## src/rtl/prog_instruction_memory.sv

```systemverilog
// rtl/prog_instruction_memory.sv - run-time loadable instruction store with registered one-cycle fetch
// Optional boot program writer enabled by defining IMEM_BOOT_PROGRAM_EN.
module prog_instruction_memory #(
    parameter int DATA_WIDTH = 8,
    parameter int ADDR_WIDTH = 8,
    parameter int DEPTH      = 256
) (
    input  logic                  clk,
    input  logic                  resetN,
    input  logic                  fetchReq,
    input  logic [ADDR_WIDTH-1:0] fetchAddress,
    output logic [DATA_WIDTH-1:0] instruction,
    output logic                  instrValid,
    output logic                  fetchFault,
    input  logic                  loadStart,
    input  logic [ADDR_WIDTH-1:0] loadBase,
    input  logic                  loadValid,
    input  logic [DATA_WIDTH-1:0] loadData,
    input  logic                  loadLast,
    output logic                  loadReady,
    output logic                  busy,
    output logic                  loadOverflow
);
    localparam int MEM_AW = (DEPTH > 1) ? $clog2(DEPTH) : 1;
    localparam logic [ADDR_WIDTH:0] C_DEPTH = (ADDR_WIDTH+1)'(DEPTH);
    localparam logic [ADDR_WIDTH:0] C_LAST  = (ADDR_WIDTH+1)'(DEPTH - 1);

    typedef enum logic [1:0] {S_BOOT, S_RUN, S_LOAD} state_t;

`ifdef IMEM_BOOT_PROGRAM_EN
    localparam state_t C_RESET_STATE = S_BOOT;
`else
    localparam state_t C_RESET_STATE = S_RUN;
`endif

    state_t                r_state, w_state_next;
    logic [ADDR_WIDTH:0]   r_ptr, w_ptr_next;
    logic                  r_load_ready, w_load_ready_next;
    logic                  r_overflow, w_overflow_next;
    logic [DATA_WIDTH-1:0] r_instruction;
    logic                  r_instr_valid;
    logic                  r_fetch_fault;
    logic [DATA_WIDTH-1:0] r_mem [DEPTH];

    logic                  w_we;
    logic [MEM_AW-1:0]     w_waddr;
    logic [DATA_WIDTH-1:0] w_wdata;
    logic                  w_xfer;
    logic                  w_base_in_range;
    logic                  w_fetch_in_range;
    logic [ADDR_WIDTH:0]   w_base_ext;

    assign w_base_ext       = {1'b0, loadBase};
    assign w_base_in_range  = w_base_ext < C_DEPTH;
    assign w_fetch_in_range = {1'b0, fetchAddress} < C_DEPTH;
    assign w_xfer           = (r_state == S_LOAD) && loadValid && r_load_ready;

`ifdef IMEM_BOOT_PROGRAM_EN
    logic [2:0] r_boot_idx, w_boot_idx_next;
    logic [7:0] w_boot_byte;

    always_comb begin
        case (r_boot_idx)
            3'd0:    w_boot_byte = 8'h44;
            3'd1:    w_boot_byte = 8'h49;
            3'd2:    w_boot_byte = 8'h18;
            3'd3:    w_boot_byte = 8'h89;
            default: w_boot_byte = 8'hC3;
        endcase
    end
`endif

    always_comb begin
        w_state_next      = r_state;
        w_ptr_next        = r_ptr;
        w_load_ready_next = r_load_ready;
        w_overflow_next   = r_overflow;
        w_we              = 1'b0;
        w_waddr           = r_ptr[MEM_AW-1:0];
        w_wdata           = loadData;
`ifdef IMEM_BOOT_PROGRAM_EN
        w_boot_idx_next   = r_boot_idx;
`endif
        case (r_state)
`ifdef IMEM_BOOT_PROGRAM_EN
            S_BOOT: begin
                // Boot addresses beyond a small DEPTH are skipped, not wrapped.
                w_we            = (32'(r_boot_idx) < DEPTH);
                w_waddr         = MEM_AW'(r_boot_idx);
                w_wdata         = DATA_WIDTH'(w_boot_byte);
                w_boot_idx_next = r_boot_idx + 3'd1;
                if (r_boot_idx == 3'd4) begin
                    w_state_next = S_RUN;
                end
            end
`endif
            S_RUN: begin
                if (loadStart) begin
                    w_state_next      = S_LOAD;
                    w_ptr_next        = w_base_ext;
                    w_load_ready_next = w_base_in_range;
                    w_overflow_next   = !w_base_in_range;
                end
            end
            S_LOAD: begin
                if (w_xfer) begin
                    w_we = 1'b1;
                    if (loadLast) begin
                        w_state_next      = S_RUN;
                        w_load_ready_next = 1'b0;
                    end else begin
                        w_ptr_next = r_ptr + 1'b1;
                        if (r_ptr == C_LAST) begin
                            w_overflow_next   = 1'b1;
                            w_load_ready_next = 1'b0;
                        end
                    end
                end else if (r_overflow && loadValid && loadLast) begin
                    w_state_next      = S_RUN;
                    w_load_ready_next = 1'b0;
                end
            end
            default: w_state_next = S_RUN;
        endcase
    end

    always_ff @(posedge clk) begin
        if (!resetN) begin
            r_state      <= C_RESET_STATE;
            r_ptr        <= '0;
            r_load_ready <= 1'b0;
            r_overflow   <= 1'b0;
`ifdef IMEM_BOOT_PROGRAM_EN
            r_boot_idx   <= 3'd0;
`endif
        end else begin
            r_state      <= w_state_next;
            r_ptr        <= w_ptr_next;
            r_load_ready <= w_load_ready_next;
            r_overflow   <= w_overflow_next;
`ifdef IMEM_BOOT_PROGRAM_EN
            r_boot_idx   <= w_boot_idx_next;
`endif
        end
    end

    // Storage is never reset; a reset edge only suppresses the write in flight.
    always_ff @(posedge clk) begin
        if (resetN && w_we) begin
            r_mem[w_waddr] <= w_wdata;
        end
    end

    always_ff @(posedge clk) begin
        if (!resetN) begin
            r_instruction <= '0;
            r_instr_valid <= 1'b0;
            r_fetch_fault <= 1'b0;
        end else begin
            r_instr_valid <= 1'b0;
            r_fetch_fault <= 1'b0;
            if ((r_state == S_RUN) && fetchReq) begin
                r_instr_valid <= 1'b1;
                if (w_fetch_in_range) begin
                    r_instruction <= r_mem[fetchAddress[MEM_AW-1:0]];
                end else begin
                    r_instruction <= '0;
                    r_fetch_fault <= 1'b1;
                end
            end
        end
    end

    assign instruction  = r_instruction;
    assign instrValid   = r_instr_valid;
    assign fetchFault   = r_fetch_fault;
    assign loadReady    = r_load_ready;
    assign loadOverflow = r_overflow;
    assign busy         = (r_state != S_RUN);

endmodule

```

## config.mk

```make
export PLATFORM = sky130hd
export DESIGN_NAME = prog_instruction_memory
export DESIGN_NICKNAME = d
export VERILOG_FILES = /design/src/rtl/prog_instruction_memory.sv
export SDC_FILE = /design/constraint.sdc
export NUM_CORES = 2
export LEC_CHECK = 0
export BUFFER_PORTS_ARGS = -buffer_cell sky130_fd_sc_hd__buf_2
export CAP_MARGIN = 15
export CORE_MARGIN = 3
export CORE_UTILIZATION = 46
export DETAILED_ROUTE_END_ITERATION = 6
export GPL_ROUTABILITY_DRIVEN = 1
export GPL_TIMING_DRIVEN = 0
export PLACE_DENSITY = 0.71
export SLEW_MARGIN = 20
export SYNTH_ARGS = -nofsm -noshare
export SYNTH_HDL_FRONTEND = slang
export SYNTH_SLANG_ARGS = --single-unit
```

## constraint.sdc

```tcl
create_clock -name clk -period 2.85 [get_ports clk]
set_clock_uncertainty 0.1 [all_clocks]
set_input_delay 0.57 -clock clk [delete_from_list [all_inputs] [get_ports clk]]
set_output_delay 0.57 -clock clk [all_outputs]
set_load 0.02 [all_outputs]
```

==> results.cfg <==
[synth]
synth_fp_nets = 4063
yosysSeqAreaShare = 0.7691
syn-cell-area_mm2 = 0.08053
syn_avg_cell_area_um2 = 20.00
synthDistinctLibCells = 61
synth_edf_count = 2048
synth_top_area_frac = 0.7636
ys.warnings.count = 0
ys_ff_latch = 2070
yosys.area.top_type = edfxtp_1
synthArstFlopShare = 0
synthTopCellsByArea = edfxtp_1, mux4_2, mux2i_1
ys.flop_type = edfxtp_1
netlist_instances = 4026

[timing]
setup_slack_ps = -215.5
rsz0062_at_grt = yes
slew_violations = 0
report.final.setup_viol = 411
fmax_mhz = 326.2
worst_pin_slew_ps = 1134
hold_viol = 0
fin_crit_ps = 3066
slew_headroom = 0.2437
fin_crit_sh = 1.076

[final_layout]
utilization = 0.5406
nFillCells = 12720
final_cell_mix = edfxtp_1, mux4_2, mux2i_1
final_common_cell = edfxtp_1
synthToLayoutAreaGrowth_pct = 16.06
nNetsFinal = 4332
final_layout_size_suffix_gt1_frac = 0.2928

[drt]
drtPass1Iterations = 7
routedWlPerCell_um = 39.98
drc = 1
drt_iter0_drc = 8852
viasPerCell = 6.824
antenna_left = 0
vias = 46150
wl_um = 270400

[hold_path]
hold_depth = 1
hp-class = in2reg
whs_endpoint = r_mem[242][0]
worst_hold_startpoint = loadData[0]

[run]
drv_cap = 0

[critical_path]
crit_family = buffers and inverters
worstSetupEndpointType = register
r2r_slack_ps = -150
timing.rr.start = r_state[0]
arrival_ps = 3730
cp_num_cells = 11
crit_path_top_delay_cell = clkbuf_4
critical_path_required_ps = 3520
crit_chain = buf_2, buf_4, buf_4, nor2_1, buf_2, clkbuf_4, a22oi_1, nand3_1, nand4_1, nor2_2, a221o_1
timing.rr.end = r_mem[199][1]
cpPeakStageDelay_ps = 510
crit_buf_inv = 5
crit_path_max_fanout = 10
worst-r2r-cell-count = 7
start_kind = primary input
crit_type = in2reg

[place]
hpwlAfterDp_um = 173000
gp_congestion = 0.9943
dpl_worst_slack_ps = -2172
port-buffer-count = 39

[cts]
root_buffer = clkbuf_16
clkTransAtPathRegs_ps = 60
cts_tree = done
cts_buffers = 192
clk_latency_ps = 850
clkSinkCount = 2070
clk_path_buf_depth = 3
htreeDepth = 4

[pwr]
power_density_mw_per_mm2 = 691.0
netSwitchingPower_mw = 15.50
swShare = 0.2400
leakage_nw = 29.13
p_seq_frac = 0.522
clkPwrFrac = 0.396
internal_power_mw = 49.08
pwr-share-comb = 0.083
vdd_drop_max_uv = 481.6

[global_routing]
grt_usage = 0.2976
grt_overflow_total = 0
grt_pass1_vias = 43770
antenna_found_initial = 12
grt_pass1_wl_um = 363900
grt_max_degree = 129

[floorplanning]
rows = 152
core-area_mm2 = 0.1729
pin_count = 43
die-area_mm2 = 0.1801
die_w_um = 424.4
initial_utilization = 0.4658
die_h_um = 424.4

[run_status]
violations = design-rule violations, negative setup slack
status = finished with violations
==> final cells by class <==
class / instances / area, µm² / share of cell area
diodes: 3 / 7.507 / 0.00008032
plain buffers: 240 / 2043 / 0.02186
clock buffers: 236 / 5085 / 0.05440
clock inverters: 113 / 1021 / 0.01092
inverters: 11 / 41.29 / 0.0004418
multi-input cells: 1699 / 19420 / 0.2078
flip-flops and latches: 2070 / 61940 / 0.6627
well taps: 2310 / 2890 / 0.03092
repair buffers: 81 / 1015 / 0.01086
==> power by group through the flow <==
stage               combinational (mW)  clock [mW]  sequential, mW
detailed placement                4.58           0            34.3
CTS                               5.02        25.4            33.7
global route                      5.34        26.6            33.7
floorplan                         2.15           0            34.3
finish                            5.34        25.5            33.7
global placement                  4.40           0            34.4
==> timing repair <==
item | CTS | global route
buffers inserted | 13 | 0
hold buffers | 8 | 0
setup endpoints to repair | 2056 | 1183
cloned | 0 | 0
endpoints found under the hold margin | 47 | 0
pin swaps | 5 | 3
gates resized for setup | 737 | 93
==> metrics by stage <==
step	hold WS, ps	setup TNS (ps)	power [mW]	instance area, µm²	instances
after CTS	22.30	-3133	64.08	93140	6761
final	53.62	-30190	64.58	93460	6763
after floorplan	379.1	0	36.44	80530	4026
after global routing	40.21	-29320	65.59	93460	6761
after detailed placement	412.2	-1519200	38.90	84270	6396
after global placement	399.6	-5878630	38.83	83620	6375
==> cell families (layout without fill, tap and decap cells) <==
logic type | count (synthesis) | after routing | synth area share
adders and majority gates | 7 | 7 | 0.001087
buffers and inverters | 257 | 681 | 0.01776
muxes | 676 | 676 | 0.1420
and+or+nand+nor | 539 | 539 | 0.02893
AOI/OAI and AO/OA | 476 | 476 | 0.04105
other | 1 | 4 | 0.00004656
DFF | 2070 | 2070 | 0.7691
==> cell usage after synthesis, types with 22 or more instances <==
cell and n:
edfxtp_1 2048, mux4_2 373, mux2i_1 300, nor2_1 286
o22ai_1 108, clkbuf_1 107, nand2_1 104, a22oi_1 83
buf_2 66, a21oi_1 60, a211oi_1 56, o221ai_1 53
o21ai_0 43, nand3_1 41, buf_4 33, nor3_1 32
buf_6 27, dfxtp_1 22
==> per-layer routing <==
| metal | GRT usage | up-vias | wire [µm] |
|---|---|---|---|
| met4 | 0.1850 | 6 | 20480 |
| met2 | 0.4190 | 4325 | 115200 |
| met1 | 0.3858 | 23710 | 89930 |
| met5 | 0.002419 | - | 74 |
| li1 | - | 17240 | - |
| met3 | 0.1201 | 865 | 44680 |
==> sequential cells by signal, indices dropped and copies added (netlist names) <==
| signal | flops |
|---|---|
| r_mem | 2048 |
| r_ptr | 9 |
| instruction | 8 |
| r_state | 2 |
| instrValid | 1 |
| loadOverflow | 1 |
| loadReady | 1 |
==> how the worst max path moves through the flow <==
stage / start / end / slack, ps
2_1_floorplan: fetchAddress[1] / instruction[0] / 240
3_3_place_gp: fetchAddress[4] / instruction[1] / -2730
3_5_place_dp: fetchAddress[4] / instruction[2] / -2170
4_1_cts: r_ptr[5] / r_mem[231][2] / -50
5_1_grt: r_ptr[6] / r_mem[24][2] / -140
6_report: fetchAddress[2] / instruction[7] / -220
Power figures use the tool's default switching activity.
